File: config.mk
export PLATFORM = sky130hd
export DESIGN_NAME = cache_miss_ctrl
export DESIGN_NICKNAME = d
export VERILOG_FILES = /design/src/rtl/cache_miss_ctrl.sv
export SDC_FILE = /design/constraint.sdc
export NUM_CORES = 1
export LEC_CHECK = 0
export ABC_AREA = 1
export BUFFER_PORTS_ARGS = -buffer_cell sky130_fd_sc_hd__buf_4
export CORE_AREA = 4 4 315 317
export DETAILED_ROUTE_END_ITERATION = 12
export DIE_AREA = 0 0 319 321
export PLACE_DENSITY = 0.46
export SLEW_MARGIN = 20
export SYNTH_ARGS = -nofsm -noshare
export SYNTH_HDL_FRONTEND = slang
export SYNTH_SLANG_ARGS = --single-unit
File: constraint.sdc
create_clock -name clk -period 2.2 [get_ports clk]
set_clock_uncertainty 0.1 [all_clocks]
set_input_delay 0.44 -clock clk [delete_from_list [all_inputs] [get_ports clk]]
set_output_delay 0.44 -clock clk [all_outputs]
set_load 0.02 [all_outputs]
File: src/rtl/cache_miss_ctrl.sv
// Miss-handling stage: stalls the pipeline on a tag miss, writes back a dirty
// victim line as a beat burst, then fills the requested line from memory.
module cache_miss_ctrl #(
  parameter int LINE_W = 256,
  parameter int BEAT_W = 64
) (
  input  logic              clk,
  input  logic              rst,
  input  logic              req_valid_i,
  input  logic              hit_i,
  input  logic              dirty_i,
  input  logic [31:0]       addr_i,
  input  logic [31:0]       wb_addr_i,
  input  logic [LINE_W-1:0] victim_data_i,
  output logic              stall_o,
  output logic              fill_valid_o,
  output logic [LINE_W-1:0] fill_data_o,
  output logic [31:0]       mem_addr_o,
  output logic              mem_read_o,
  output logic              mem_write_o,
  output logic [BEAT_W-1:0] mem_wdata_o,
  input  logic [BEAT_W-1:0] mem_rdata_i,
  input  logic              mem_resp_i,
  output logic [31:0]       miss_cnt_o,
  output logic [31:0]       wb_cnt_o
);

  // LINE_W must be a whole multiple of BEAT_W.
  localparam int BEATS = LINE_W / BEAT_W;
  localparam int CNT_W = (BEATS > 1) ? $clog2(BEATS) : 1;
  localparam logic [CNT_W-1:0] LAST_BEAT = CNT_W'(BEATS - 1);

  typedef enum logic [1:0] {IDLE, WB, FILL, DONE} state_t;
  typedef logic [BEATS-1:0][BEAT_W-1:0] line_t;

  state_t           state_q, state_d;
  logic [CNT_W-1:0] cnt_q, cnt_d;
  logic [26:0]      req_line_q, req_line_d;
  logic [26:0]      wb_line_q, wb_line_d;
  line_t            victim_q, victim_d;
  line_t            fill_q, fill_d;
  logic [31:0]      miss_cnt_q, miss_cnt_d;
  logic [31:0]      wb_cnt_q, wb_cnt_d;
  logic             mem_read_q, mem_read_d;
  logic             mem_write_q, mem_write_d;
  logic             fill_valid_q, fill_valid_d;
  logic             miss;

  // Line offset bits never reach the memory bus.
  logic unused_offset_bits;
  assign unused_offset_bits = ^{addr_i[4:0], wb_addr_i[4:0]};

  assign miss = req_valid_i & ~hit_i;

  function automatic logic [31:0] sat_inc(input logic [31:0] v);
    return (v == 32'hFFFF_FFFF) ? v : v + 32'd1;
  endfunction

  always_comb begin
    // NOTE: every _d starts as its _q so no path through the case infers a latch.
    state_d    = state_q;
    cnt_d      = cnt_q;
    req_line_d = req_line_q;
    wb_line_d  = wb_line_q;
    victim_d   = victim_q;
    fill_d     = fill_q;
    miss_cnt_d = miss_cnt_q;
    wb_cnt_d   = wb_cnt_q;

    case (state_q)
      IDLE: begin
        if (miss) begin
          req_line_d = addr_i[31:5];
          wb_line_d  = wb_addr_i[31:5];
          victim_d   = victim_data_i;
          cnt_d      = '0;
          miss_cnt_d = sat_inc(miss_cnt_q);
          state_d    = dirty_i ? WB : FILL;
        end
      end
      WB: begin
        if (mem_resp_i) begin
          if (cnt_q == LAST_BEAT) begin
            cnt_d    = '0;
            wb_cnt_d = sat_inc(wb_cnt_q);
            state_d  = FILL;
          end else begin
            cnt_d = cnt_q + 1'b1;
          end
        end
      end
      FILL: begin
        if (mem_resp_i) begin
          fill_d[cnt_q] = mem_rdata_i;
          if (cnt_q == LAST_BEAT) begin
            cnt_d   = '0;
            state_d = DONE;
          end else begin
            cnt_d = cnt_q + 1'b1;
          end
        end
      end
      DONE:    state_d = IDLE;
      default: state_d = IDLE;
    endcase

    // Bus strobes are registered from the next state so they align with it.
    mem_read_d   = (state_d == FILL);
    mem_write_d  = (state_d == WB);
    fill_valid_d = (state_d == DONE);
  end

  always_ff @(posedge clk) begin
    if (rst) begin
      // NOTE: line buffers are reset too, so fill_data_o starts at 0 and the
      // write-data bus never carries X outside a burst.
      state_q      <= IDLE;
      cnt_q        <= '0;
      req_line_q   <= '0;
      wb_line_q    <= '0;
      victim_q     <= '0;
      fill_q       <= '0;
      miss_cnt_q   <= '0;
      wb_cnt_q     <= '0;
      mem_read_q   <= 1'b0;
      mem_write_q  <= 1'b0;
      fill_valid_q <= 1'b0;
    end else begin
      // NOTE: non-blocking so every flop samples the pre-edge values.
      state_q      <= state_d;
      cnt_q        <= cnt_d;
      req_line_q   <= req_line_d;
      wb_line_q    <= wb_line_d;
      victim_q     <= victim_d;
      fill_q       <= fill_d;
      miss_cnt_q   <= miss_cnt_d;
      wb_cnt_q     <= wb_cnt_d;
      mem_read_q   <= mem_read_d;
      mem_write_q  <= mem_write_d;
      fill_valid_q <= fill_valid_d;
    end
  end

  // Stall drops in DONE so upstream advances while the array is written.
  assign stall_o      = (state_q == WB) || (state_q == FILL) || ((state_q == IDLE) && miss);
  assign fill_valid_o = fill_valid_q;
  assign fill_data_o  = fill_q;
  assign mem_read_o   = mem_read_q;
  assign mem_write_o  = mem_write_q;
  assign mem_addr_o   = (state_q == WB) ? {wb_line_q, 5'b0} : {req_line_q, 5'b0};
  assign mem_wdata_o  = victim_q[cnt_q];
  assign miss_cnt_o   = miss_cnt_q;
  assign wb_cnt_o     = wb_cnt_q;

endmodule

Word-level counts from Yosys, hierarchy flattened. Index checks and enable logic that the tools add are counted.

Add/sub/neg operators: 3. $lt $le $gt $ge: 2. Equal/unequal tests: 11. Muxes and demuxes: 17. Bitwise operators: 4. Reduce and logical (&&, ||, !) cells: 12.

Operators by type and width (number): 256-bit bitwise mux (1); 64-bit binary-select mux with 2-bit select (1); 64-bit demux with 2-bit select (1); 64-bit 2-to-1 mux (2); 32-bit by 1-bit adder with 32-bit output (second input constant) (2); 32-bit == test (second input constant) (2); 32-bit 2-to-1 mux (1); 2-bit 2-to-1 mux (9); 2-bit == test (second input constant) (5); 2-bit case mux with 4 select lines (1); 3-bit AND reduction (2); 2-bit by 1-bit == test with 1-bit output (second input constant) (2); 2-bit case mux with 2 select lines (1); 2-bit AND reduction (2); 4-bit AND reduction (1); 2-bit by 3-bit < comparator with 1-bit output (second input constant) (1); 1-bit inverter (3); 2-bit by 1-bit adder with 2-bit output (second input constant) (1); 2-bit by 1-bit greater-or-equal comparator with 1-bit output (second input constant) (1); 1-bit logical AND (2); 2-bit zero test (1); 1-bit logical OR (2); 2-bit by 1-bit != test with 1-bit output (second input constant) (1); 2-bit != test (second input constant) (1); 3 further kinds (3).

Register bits: 637. Output and inout bits: 420. Logic and storage cells: 66.

Depth between registers and ports, before layout.
Depth in word-level cells: 5. Gate-level depth with buffers: 11. Depth with buffers taken out: 11.

Worst setup path after synthesis. No wires, ideal clock.

Path type: flip-flop to output port. Start point: register state_q[0]. End point: output port stall_o. Arrival: 1587 ps. Required time: 1660 ps. Slack: 73 ps. Cell stages (with the launch flop): 9. Buffers on the path: 2. Cell sequence: dfxtp_1 inv_1 ha_1 inv_1 nor2_8 inv_2 buf_2 clkbuf_1 nand2_1.

Longest elaborated chain between the ends: 3. Elaborated cells between the ends (all ways): 6. Those cells by class: eq/ne: 2; reduce/logical: 4.

Ends and longest elaborated chain: from (decl) (RTL line 36) `state_t state_q, state_d;`; from (signal assigned) (RTL line 130) `state_q <= state_d;`; 2-bit by 1-bit == test with 1-bit output, or another cell as far along (RTL line 145) `assign stall_o = (state_q == WB) || (state_q == FILL) || ((state_q == IDLE) && miss);`; 1-bit logical OR / 1-bit logical AND (equally long branches) (RTL line 145); 1-bit logical OR (*) (RTL line 145); to (decl) (RTL line 15) `output logic stall_o,`.

Every way passes the cells marked *; elsewhere a longest branch is shown, timed or not.

Worst setup path in the final report.
Start point: register cnt_q[0]. End point: output port mem_wdata_o[61].

Longest elaborated chain between the ends: 2.

Ends and longest elaborated chain: from (decl) (RTL line 37) `logic [CNT_W-1:0] cnt_q, cnt_d;`; from (signal assigned) (RTL line 131) `cnt_q <= cnt_d;`; 64-bit binary-select mux with 2-bit select (RTL line 151) `assign mem_wdata_o = victim_q[cnt_q];`; 64-bit 2-to-1 mux (implied by the code) (RTL line 151); to (decl) (RTL line 21) `output logic [BEAT_W-1:0] mem_wdata_o,`.

Every way passes these cells. The select of a mux whose other input is x is not followed.

==> impl_metrics.yaml <==
run_status:
  status: "finished, violations left"
  violations: "setup timing"
yosys:
  ys_seq_elements: 637
  yosysWarnings: 0
  synth_top_area_cell: "dfxtp_1"
  synth_area_um2: 25900
  syn_inst: 3593
  synth.yosys.seq_area_share_pct: 49.2
  avgSynthCellArea_um2: 7.22
  synth.top_cell.area_share_pct: 49.2
  yosys-top-cells-area: "dfxtp_1 (49%), o21ai_0 (13%), nor2_1 (12%)"
  ys_types: 32
die:
  dieArea_um2: 102000
  core_area_um2: 96300
  chipHeight_um: 321
  die-width_um: 319
  start_util_pct: 26.9
  ios: 810
  rows: 114
timing:
  setup_violations: 93
  fin_ws_ns: -0.311
  fmax_mhz: 398
  setup-tns-final_ns: -19.77
  period_share_pct: 114
  period_needed_ns: 2.51
  hold_viol: 0
  slew_viol_final: 0
  tightest_slew_ns: 0.585
  rsz0062_at_grt: "yes"
  relSlewSlack_pct: 60.6
worst_setup_path:
  path_class: "reg2out"
  max_stage_delay_ns: 0.42
  slowest_stage: "dfxtp_4"
  startpoint_type: "flop"
  path_delay_family: "buffers and inverters"
  worstPathArrival_ns: 1.97
  cp_data_required_time_ns: 1.66
  endpoint_kind: "output pin"
  crit_fanout: 7
  crit_buf_inv: 4
  crit_path_cell_trace: "buf_12 > buf_12 > buf_12 > o21ai_1 > o22ai_2 > buf_6"
  path_common_cell: "buf_12"
routing:
  num_vias: 28000
  dr.pass1.iters: 6
  drt_iter0_drc: 1724
  routed_wl_mm: 115
  viasPerCell: 4.58
  remaining_drc_errors: 0
  avgRoutedWirePerCell_um: 18.8
  ant_nets: 0
cts:
  root_buffer: "clkbuf_16"
  htreeDepth: 3
  numCtsBuffers: 76
  clock_sinks: 637
  clk_pin_slew_ns: 0.06
  clk_latency_ns: 0.62
  cts.path.max_buffers: 3
  tritoncts: "yes"
global_route:
  grt_antenna_before_repair: 7
  grt_pass1_vias: 26900
  grt_pass1_wl_mm: 167
  grtUsageTotal_pct: 20.8
  grt-ovfl-total: 0
  grt_max_degree: 129
final_layout:
  finalNetCount: 5166
  syn2layout_area_growth_pct: 63.2
  layout_commonest_cell: "buf_4"
  drive_above_1_share_pct: 26.4
  finish.utilization_pct: 43.9
  n_fill_cell: 9722
  mostFrequentLayoutCells: "buf_4 (852), nor2_1 (815), dfxtp_1 (633)"
power_and_ir_drop:
  power_leakage_nw: 18.1
  cellPowerDensity_nw_per_um2: 847
  vdd_drop_max_uv: 485
placed_design:
  gp_congestion: 0.834
  port_buffers: 794
  dp_hpwl_mm: 75.2
worst_hold_path:
  worstHoldPathType: "in2reg"
job:
  drv_cap: 0
==> sequential cells by signal (all words and copies together) (netlist names), 2 cells and up <==
signal,flops
cnt_q,2
fill_data_o,256
miss_cnt_o,32
req_line_q,27
state_q,2
victim_q,256
wb_cnt_o,32
wb_line_q,27
==> through the flow <==
stage                     area (um^2)  power (mW)  worst slack, ns  hold WS, ns  instances
after floorplan                 25900        16.8           0.0729        0.324       3597
final                           42300        35.8           -0.311       0.0585       6105
after global placement          33900        20.5           -0.242        0.331       5534
after detailed placement        33900        20.5           -0.248        0.335       5534
after CTS                       41200        35.4           -0.403      0.00235       6069
after global routing            42300        37.5           -0.421       0.0293       6100
==> worst paths after layout <==
kind	from	to	slack, ns	cells after the start
max	cnt_q[0]	mem_wdata_o[61]	-0.31	6
min	mem_rdata_i[7]	fill_data_o[199]	0.06	3
max reg2reg	cnt_q[0]	wb_cnt_o[29]	-0.02	10
min reg2reg	fill_data_o[127]	fill_data_o[127]	0.34	2
==> layer usage <==
metal | routed length [um] | GRT usage, % | vias up
met5 | 27 | 0 | -
met4 | 3510 | 6.73 | 4
met3 | 7100 | 4.27 | 173
met2 | 54000 | 35.1 | 869
met1 | 49900 | 26.7 | 12900
li1 | - | - | 14100
==> layout make-up <==
class	count	area [um^2]	area share, %
sequential	637	12800	30.2
timing repair buffer	1353	12300	29.1
inverter	305	1190	2.81
multi-input combinational	2391	11800	27.9
tap	1276	1600	3.77
clock inverter	26	350	0.828
antenna	8	20.0	0.0473
clock buffer	109	2250	5.31
==> power by group <==
| part | switching (mW) | leakage, nW | internal (mW) |
|---|---|---|---|
| Combinational | 5.43 | 11.6 | 4.31 |
| Clock | 5.24 | 1.28 | 7.95 |
| Sequential | 0.480 | 5.19 | 12.4 |
==> cells in the mapped netlist (all sizes together) <==
cell type / number
nand3: 137
nor2: 842
or2: 1
ha: 12
a21oi: 323
dfxtp: 637
nand2: 288
and2: 1
o21bai: 18
conb: 1
o21ai: 666
clkbuf: 207
nand3b: 2
o211ai: 2
o22ai: 64
xor2: 4
buf: 57
xnor2: 8
nand4: 9
nor3: 8
inv: 305
a211oi: 1
==> kinds of logic (layout without fill, tap and decap cells) <==
| family | Yosys count | count (layout) | synth area share, % |
|---|---|---|---|
| other | 1 | 13 | 0.0145 |
| XOR/XNOR | 12 | 12 | 0.405 |
| flip-flops | 637 | 637 | 49.2 |
| AND/OR/NAND/NOR | 1288 | 1288 | 19.8 |
| AO/OA/AOI/OAI | 1074 | 1074 | 21.4 |
| adder cells (fa/ha/maj) | 12 | 12 | 0.579 |
| buffers and inverters | 569 | 1793 | 8.60 |
==> what timing repair did <==
item                                    in CTS  in global routing
setup buffers                               20                 23
endpoints found under the hold margin      515                  0
endpoints found under the setup margin      93                132
cloned                                      11                  9
gates resized for setup                    200                192
pin swaps                                   22                 70
hold buffers                               369                  0
==> tightest hold or removal path, cell delays in order <==
cell,delay [ns]
buf_4,0.14
nand3_1,0.08
a21oi_1,0.06
Power figures use the tool's default switching activity.
